==> config.mk <==
export PLATFORM = sky130hd
export DESIGN_NAME = matrix_result_reader
export DESIGN_NICKNAME = d
export VERILOG_FILES = /design/src/rtl/matrix_pkg.sv /design/src/rtl/result_fifo.sv /design/src/rtl/matrix_result_reader.sv
export SDC_FILE = /design/constraint.sdc
export NUM_CORES = 1
export LEC_CHECK = 0
export CAP_MARGIN = 20
export CORE_MARGIN = 4
export CORE_UTILIZATION = 45
export DETAILED_ROUTE_END_ITERATION = 12
export DONT_BUFFER_PORTS = 1
export HOLD_SLACK_MARGIN = 0.02
export PLACE_DENSITY_LB_ADDON = 0.1
export SLEW_MARGIN = 20
export SYNTH_ARGS = -nofsm -noshare
export SYNTH_HDL_FRONTEND = slang
export SYNTH_SLANG_ARGS = --single-unit
==> constraint.sdc <==
create_clock -name clk -period 8.3 [get_ports clk]
set_input_delay 1.245 -clock clk [delete_from_list [all_inputs] [get_ports clk]]
set_output_delay 1.245 -clock clk [all_outputs]
set_load 0.02 [all_outputs]
==> src/rtl/matrix_pkg.sv <==
// matrix_pkg
//   Shared definitions for the matrix result readout path.
//   - reader_state_t    : readout FSM states (idle, issuing reads, draining)
//   - RESULT_FIFO_DEPTH : entries in the show-ahead buffer; also the number
//                         of Z RAM reads allowed to be outstanding
//   Optional feature macro used by the readout files:
//   MATRIX_READER_ROW_LAST_EN.
package matrix_pkg;

  typedef enum logic [1:0] {
    ST_IDLE  = 2'd0,
    ST_READ  = 2'd1,
    ST_DRAIN = 2'd2
  } reader_state_t;

  localparam int RESULT_FIFO_DEPTH = 2;

endpackage

==> src/rtl/result_fifo.sv <==
// result_fifo
//   Small show-ahead FIFO holding Z words plus their tag bits. The head
//   entry is visible on head_data whenever count is non-zero, so it can be
//   driven straight onto a valid/ready stream.
//   Parameters:
//     WIDTH      - bits per entry (data plus tags)
//   Ports:
//     clk        - clock, rising edge
//     rst        - asynchronous active-high reset (empties FIFO, zeroes entries)
//     push       - write push_data at the tail
//     push_data  - entry to write
//     pop        - drop the head entry
//     head_data  - current head entry (zero after reset)
//     count      - number of valid entries
module result_fifo
  import matrix_pkg::*;
#(
  parameter int WIDTH = 33
) (
  input  logic                                   clk,
  input  logic                                   rst,
  input  logic                                   push,
  input  logic [WIDTH-1:0]                       push_data,
  input  logic                                   pop,
  output logic [WIDTH-1:0]                       head_data,
  output logic [$clog2(RESULT_FIFO_DEPTH+1)-1:0] count
);

  localparam int DEPTH = RESULT_FIFO_DEPTH;
  localparam int PTR_W = (DEPTH > 1) ? $clog2(DEPTH) : 1;
  localparam int CNT_W = $clog2(DEPTH + 1);

  logic [WIDTH-1:0] entry_reg [DEPTH];
  logic [PTR_W-1:0] wr_ptr_reg;
  logic [PTR_W-1:0] rd_ptr_reg;
  logic [CNT_W-1:0] count_reg;

  logic pop_eff;
  logic push_eff;

  // Guard against misuse: never pop empty, never overwrite a live entry.
  assign pop_eff  = pop && (count_reg != '0);
  assign push_eff = push && ((count_reg != CNT_W'(DEPTH)) || pop_eff);

  for (genvar gi = 0; gi < DEPTH; gi++) begin : g_entry
    always_ff @(posedge clk or posedge rst) begin
      if (rst) begin
        entry_reg[gi] <= '0;
      end else if (push_eff && (wr_ptr_reg == PTR_W'(gi))) begin
        entry_reg[gi] <= push_data;
      end
    end
  end

  // Pointers advance modulo DEPTH (a power of two here, so they wrap freely).
  always_ff @(posedge clk or posedge rst) begin
    if (rst) begin
      wr_ptr_reg <= '0;
      rd_ptr_reg <= '0;
      count_reg  <= '0;
    end else begin
      if (push_eff) begin
        wr_ptr_reg <= wr_ptr_reg + PTR_W'(1);
      end
      if (pop_eff) begin
        rd_ptr_reg <= rd_ptr_reg + PTR_W'(1);
      end
      case ({push_eff, pop_eff})
        2'b10:   count_reg <= count_reg + CNT_W'(1);
        2'b01:   count_reg <= count_reg - CNT_W'(1);
        default: count_reg <= count_reg;
      endcase
    end
  end

  assign head_data = entry_reg[rd_ptr_reg];
  assign count     = count_reg;

endmodule

==> src/rtl/matrix_result_reader.sv <==
// matrix_result_reader
//   Streams a finished result matrix Z out of the Z RAM in row-major order.
//   Read addresses are issued only while the buffer plus the read in flight
//   leaves room, so backpressure never loses a word and at most two reads
//   are ever outstanding.
//   Optional feature: define MATRIX_READER_ROW_LAST_EN to add out_row_last,
//   which marks the final element of every row.
//   Parameters:
//     ADDR_WIDTH   - width of z_addr, z_rows, z_cols and internal counters
//     DATA_WIDTH   - width of Z RAM words and stream data
//   Ports:
//     clk, rst     - clock; asynchronous active-high reset
//     start        - begin readout (only honoured when idle)
//     z_rows/z_cols- Z dimensions, captured at an accepted start
//     z_data       - Z RAM read data, one cycle after z_addr
//     z_addr       - Z RAM read address (registered)
//     out_data/out_valid/out_ready/out_last - output stream
//     out_row_last - (optional) row-end marker
//     busy         - readout in progress
//     done         - one-cycle completion pulse
module matrix_result_reader
  import matrix_pkg::*;
#(
  parameter int ADDR_WIDTH = 32,
  parameter int DATA_WIDTH = 32
) (
  input  logic                  clk,
  input  logic                  rst,
  input  logic                  start,
  input  logic [ADDR_WIDTH-1:0] z_rows,
  input  logic [ADDR_WIDTH-1:0] z_cols,
  input  logic [DATA_WIDTH-1:0] z_data,
  output logic [ADDR_WIDTH-1:0] z_addr,
  output logic [DATA_WIDTH-1:0] out_data,
  output logic                  out_valid,
  input  logic                  out_ready,
  output logic                  out_last,
`ifdef MATRIX_READER_ROW_LAST_EN
  output logic                  out_row_last,
`endif
  output logic                  busy,
  output logic                  done
);

`ifdef MATRIX_READER_ROW_LAST_EN
  localparam int TAG_W = 2;
`else
  localparam int TAG_W = 1;
`endif
  localparam int FIFO_W = DATA_WIDTH + TAG_W;
  localparam int CNT_W  = $clog2(RESULT_FIFO_DEPTH + 1);

  reader_state_t state_reg, state_next;
  logic          busy_reg, busy_next;
  logic          done_reg, done_next;

  logic [ADDR_WIDTH-1:0] rows_reg;
  logic [ADDR_WIDTH-1:0] cols_reg;
  logic [ADDR_WIDTH-1:0] row_reg;
  logic [ADDR_WIDTH-1:0] col_reg;
  logic [ADDR_WIDTH-1:0] addr_reg;

  // A read issued last cycle: its data is on z_data now and is pushed at
  // the end of this cycle, together with the tags computed at issue time.
  logic inflight_reg;
  logic inflight_last_reg;
`ifdef MATRIX_READER_ROW_LAST_EN
  logic inflight_row_last_reg;
`endif

  logic [FIFO_W-1:0] fifo_push_data;
  logic [FIFO_W-1:0] fifo_head;
  logic [CNT_W-1:0]  fifo_count;

  logic       pop;
  logic       issue;
  logic [2:0] occupancy;
  logic       col_at_end;
  logic       row_at_end;
  logic       elem_last;
  logic       start_ok;
  logic       zero_dim;

  assign out_valid = (fifo_count != '0);
  assign pop       = out_valid && out_ready;

  // Entries committed after this cycle: buffered + arriving - leaving.
  // pop implies fifo_count >= 1, so this never underflows.
  assign occupancy = 3'(fifo_count) + {2'b00, inflight_reg} - {2'b00, pop};
  assign issue     = (state_reg == ST_READ) && (occupancy < 3'(RESULT_FIFO_DEPTH));

  assign col_at_end = (col_reg == cols_reg - ADDR_WIDTH'(1));
  assign row_at_end = (row_reg == rows_reg - ADDR_WIDTH'(1));
  assign elem_last  = col_at_end && row_at_end;

  assign start_ok = (state_reg == ST_IDLE) && start;
  assign zero_dim = (z_rows == '0) || (z_cols == '0);

  // State register
  always_ff @(posedge clk or posedge rst) begin
    if (rst) begin
      state_reg <= ST_IDLE;
    end else begin
      state_reg <= state_next;
    end
  end

  // Next state plus registered-output targets
  always_comb begin
    state_next = state_reg;
    busy_next  = busy_reg;
    done_next  = 1'b0;
    case (state_reg)
      ST_IDLE: begin
        if (start) begin
          if (zero_dim) begin
            done_next = 1'b1;
          end else begin
            state_next = ST_READ;
            busy_next  = 1'b1;
          end
        end
      end
      ST_READ: begin
        if (issue && elem_last) begin
          state_next = ST_DRAIN;
        end
      end
      ST_DRAIN: begin
        // Nothing buffered or arriving once this cycle's pop is taken.
        if (occupancy == 3'd0) begin
          state_next = ST_IDLE;
          busy_next  = 1'b0;
          done_next  = 1'b1;
        end
      end
      default: begin
        state_next = ST_IDLE;
        busy_next  = 1'b0;
      end
    endcase
  end

  always_ff @(posedge clk or posedge rst) begin
    if (rst) begin
      busy_reg <= 1'b0;
      done_reg <= 1'b0;
    end else begin
      busy_reg <= busy_next;
      done_reg <= done_next;
    end
  end

  // Address / row / column walk. Termination is by row and column compare,
  // so no z_rows*z_cols product is ever formed.
  always_ff @(posedge clk or posedge rst) begin
    if (rst) begin
      rows_reg          <= '0;
      cols_reg          <= '0;
      row_reg           <= '0;
      col_reg           <= '0;
      addr_reg          <= '0;
      inflight_reg      <= 1'b0;
      inflight_last_reg <= 1'b0;
`ifdef MATRIX_READER_ROW_LAST_EN
      inflight_row_last_reg <= 1'b0;
`endif
    end else begin
      inflight_reg      <= issue;
      inflight_last_reg <= issue && elem_last;
`ifdef MATRIX_READER_ROW_LAST_EN
      inflight_row_last_reg <= issue && col_at_end;
`endif
      if (start_ok) begin
        rows_reg <= z_rows;
        cols_reg <= z_cols;
        row_reg  <= '0;
        col_reg  <= '0;
        addr_reg <= '0;
      end else if (issue) begin
        addr_reg <= addr_reg + ADDR_WIDTH'(1);
        if (col_at_end) begin
          col_reg <= '0;
          row_reg <= row_reg + ADDR_WIDTH'(1);
        end else begin
          col_reg <= col_reg + ADDR_WIDTH'(1);
        end
      end
    end
  end

`ifdef MATRIX_READER_ROW_LAST_EN
  assign fifo_push_data = {inflight_row_last_reg, inflight_last_reg, z_data};
  assign out_row_last   = fifo_head[DATA_WIDTH+1];
`else
  assign fifo_push_data = {inflight_last_reg, z_data};
`endif

  result_fifo #(
    .WIDTH (FIFO_W)
  ) u_fifo (
    .clk       (clk),
    .rst       (rst),
    .push      (inflight_reg),
    .push_data (fifo_push_data),
    .pop       (pop),
    .head_data (fifo_head),
    .count     (fifo_count)
  );

  assign out_data = fifo_head[DATA_WIDTH-1:0];
  assign out_last = fifo_head[DATA_WIDTH];
  assign z_addr   = addr_reg;
  assign busy     = busy_reg;
  assign done     = done_reg;

endmodule

==> results.cfg <==
[status]
outcome = completed

[detailed_routing]
wl_per_cell_microns = 18.4
vias_per_cell = 5.66
drtIter0Drc = 511
first_pass_iters = 5
drt_wl_total_mm = 32.6
drc = 0
ant_nets = 0
vias = 10020

[synthesis]
synth_edf_count = 0
async_flop_share_pct = 100
syn_inst = 1409
syn_area_per_cell_sq_um = 9.40
syn_area_sq_um = 13200
synth_cell_types = 67
ys_ff_latch = 236
synth_flop_cell = dfrtp_1
synth_nets = 1517
synth_top_area_share_pct = 44.6
yosysTopAreaCell = dfrtp_1
ys_warn_count = 0
ys_top_cells_by_area = dfrtp_1, mux2_2, nand2_1, xor2_1, xnor2_1
ys_seq_area_share_pct = 44.6

[worst_setup_path]
crit_buf_inv = 1
cp_data_arrival_time_ns = 5.19
startpoint_type = flop
path_cells = inv_1 -> ha_1 -> nor4b_1 -> nand2_1 -> nor3_2 -> mux2_2 -> o211a_1 -> nor4_4 -> nand4_4 -> nand2_1 -> nor2_1
path_common_cell = nand2_1
cpMaxStageDelayCell = nor4_4
crit_fanout = 22
cp_top_family = simple AND/OR/NAND/NOR gates
criticalPathCategory = reg -> reg
required_ns = 8.67
cp_slowest_stage_delay_ns = 0.77
crit_path_end_kind = flop

[cells_and_area]
largest_reg_flops = 66
area_delta_synth_final_pct = 8.21
diodes = 0
design_area_sq_um = 14300
nets = 1476
drive_above_1_share_pct = 12.6

[clocking]
cts-resized-gates = 0
cts-buffers-inserted = 27
cts_tree = yes
htreeDepth = 1
cts_sinks = 236
clk_pin_slew_ns = 0.06
clockRootBuffer = clkbuf_16
cts_buffer_depth = 3
post_cts.repair.setup_buffers = 0
clock_latency_ns = 0.54
hold_buffers = 0

[timing]
fmax_mhz = 207
relSlewSlack_pct = 29.6
rsz0062_at_grt = no
setup_violations = 0
period_share_pct = 58.1
skew_ns = 0.0195
tns_ns = 0
final_max_slew_viol_count = 0
fin_crit_ns = 4.82
hold_slack_ns = 0.464
worst_pin_slew_ns = 1.06
hold_viol = 0

[global_route]
grt_pass1_vias = 9641
track_usage_pct = 19.8
grt_pass1_wl_mm = 53.5
grt_remaining_overflow = 0
antenna_found_initial = 0
grt_max_degree = 117

[power_and_ir_drop]
vdd_ir_drop_max_mv = 0.176
power_density_nw_per_um2 = 319
power_leakage_nw = 6.13

[floorplanning]
die_area_sq_um = 32200
die_w_microns = 180
ioPinCount = 168
rows = 62
core-area_sq_um = 28900
start_util_pct = 45.9
die_h_microns = 180

[place]
gp_congestion = 0.833
post-dp-hpwl_mm = 23.1
io_buffers = 0
placed_area_sq_um = 13500

[min_path]
hp-class = reg -> reg

[job]
cap_violations = 0
stage by stage:
stage,util (%),cells,power (mW),setup slack [ns]
after global placement,46.6,1723,3.41,3.29
final,49.6,1769,4.57,3.48
after CTS,49.6,1769,4.63,3.47
after global routing,49.6,1769,4.89,3.07
after detailed placement,46.6,1723,3.43,3.18
after floorplan,-,1409,3.07,0.580
layout make-up:
type / count / area (sq um)
inverters: 29 / 116
repair buffers: 9 / 67.6
clock buffers: 39 / 771
clock inverters: 7 / 93.8
well taps: 384 / 480
fillers: 2728 / 14500
multi-input cells: 1065 / 6890
flip-flops and latches: 236 / 5910
logic make-up (layout without fill, tap and decap cells):
family	Yosys count	after routing	share of synthesized area, %
mux	118	118	9.92
xor+xnor	144	144	9.53
buf+inv	108	84	3.39
flops	236	236	44.6
compound gates	128	128	6.40
simple gates	667	667	25.3
fa+ha+maj	8	8	0.813
layout by cell type (no fill, tap or decap), drive strengths merged, types with 11 or more instances in the layout:
master  netlist  routed
dfrtp       236     236
nand2b       11      11
xor2         77      77
a21oi        25      25
mux2        103     103
o21ai        34      34
nor4         51      51
o211ai       13      13
nand2       256     256
inv          29      30
or3          23      23
nand4        31      31
xnor2        67      67
nor2        105     105
mux2i        15      15
clkbuf       56      39
nor3         33      33
nand3        59      59
or4          24      24
nor3b        11      11
and3         22      22
report_power, final:
group | total (mW) | internal, mW | switching, mW | leakage, nW
clock | 1.17 | 0.701 | 0.469 | 0.418
sequential | 1.79 | 1.45 | 0.336 | 3.03
combinational | 1.61 | 0.691 | 0.922 | 2.69
total | 4.57 | 2.85 | 1.73 | 6.13
worst reg2reg max path, stage by stage, from the launching register on:
cell and delay (ns):
dfrtp_1 0.45, inv_1 0.10, ha_1 0.18, nor4b_1 0.76, nand2_1 0.31, nor3_2 0.35, mux2_2 0.37, o211a_1 0.16
nor4_4 0.77, nand4_4 0.35, nand2_1 0.70, nor2_1 0.14
synth_stat cells, drive strengths merged, types with 24 or more instances:
master,n
nand3,59
xnor2,67
or4,24
dfrtp,236
nor4,51
nand2,256
mux2,103
a21oi,25
clkbuf,56
o21ai,34
nor2,105
inv,29
nor3,33
nand4,31
xor2,77
final timing paths:
path / start / endpoint / slack, ns / cells after the start
min in group asynchronous: rst / u_fifo.entry_reg[11] / 0.70 / 1
max reg2reg: cols_reg[0] / col_reg[9] / 3.48 / 11
max: cols_reg[0] / col_reg[9] / 3.48 / 11
min: u_fifo.rd_ptr_reg / u_fifo.rd_ptr_reg / 0.46 / 1
max in group asynchronous: rst / row_reg[11] / 6.26 / 2
min reg2reg: u_fifo.rd_ptr_reg / u_fifo.rd_ptr_reg / 0.46 / 1
per-layer routing:
layer	GRT usage (%)	wire [microns]	vias to the layer above	share of wire [%]
met5	0	0	-	0
met3	4.93	2110	33	6.5
met2	30.1	14500	239	44
met4	4.30	639	0	2.0
met1	28.8	15300	4910	47
li1	-	-	4838	-
No activity file was read; power rests on OpenSTA's default activity.
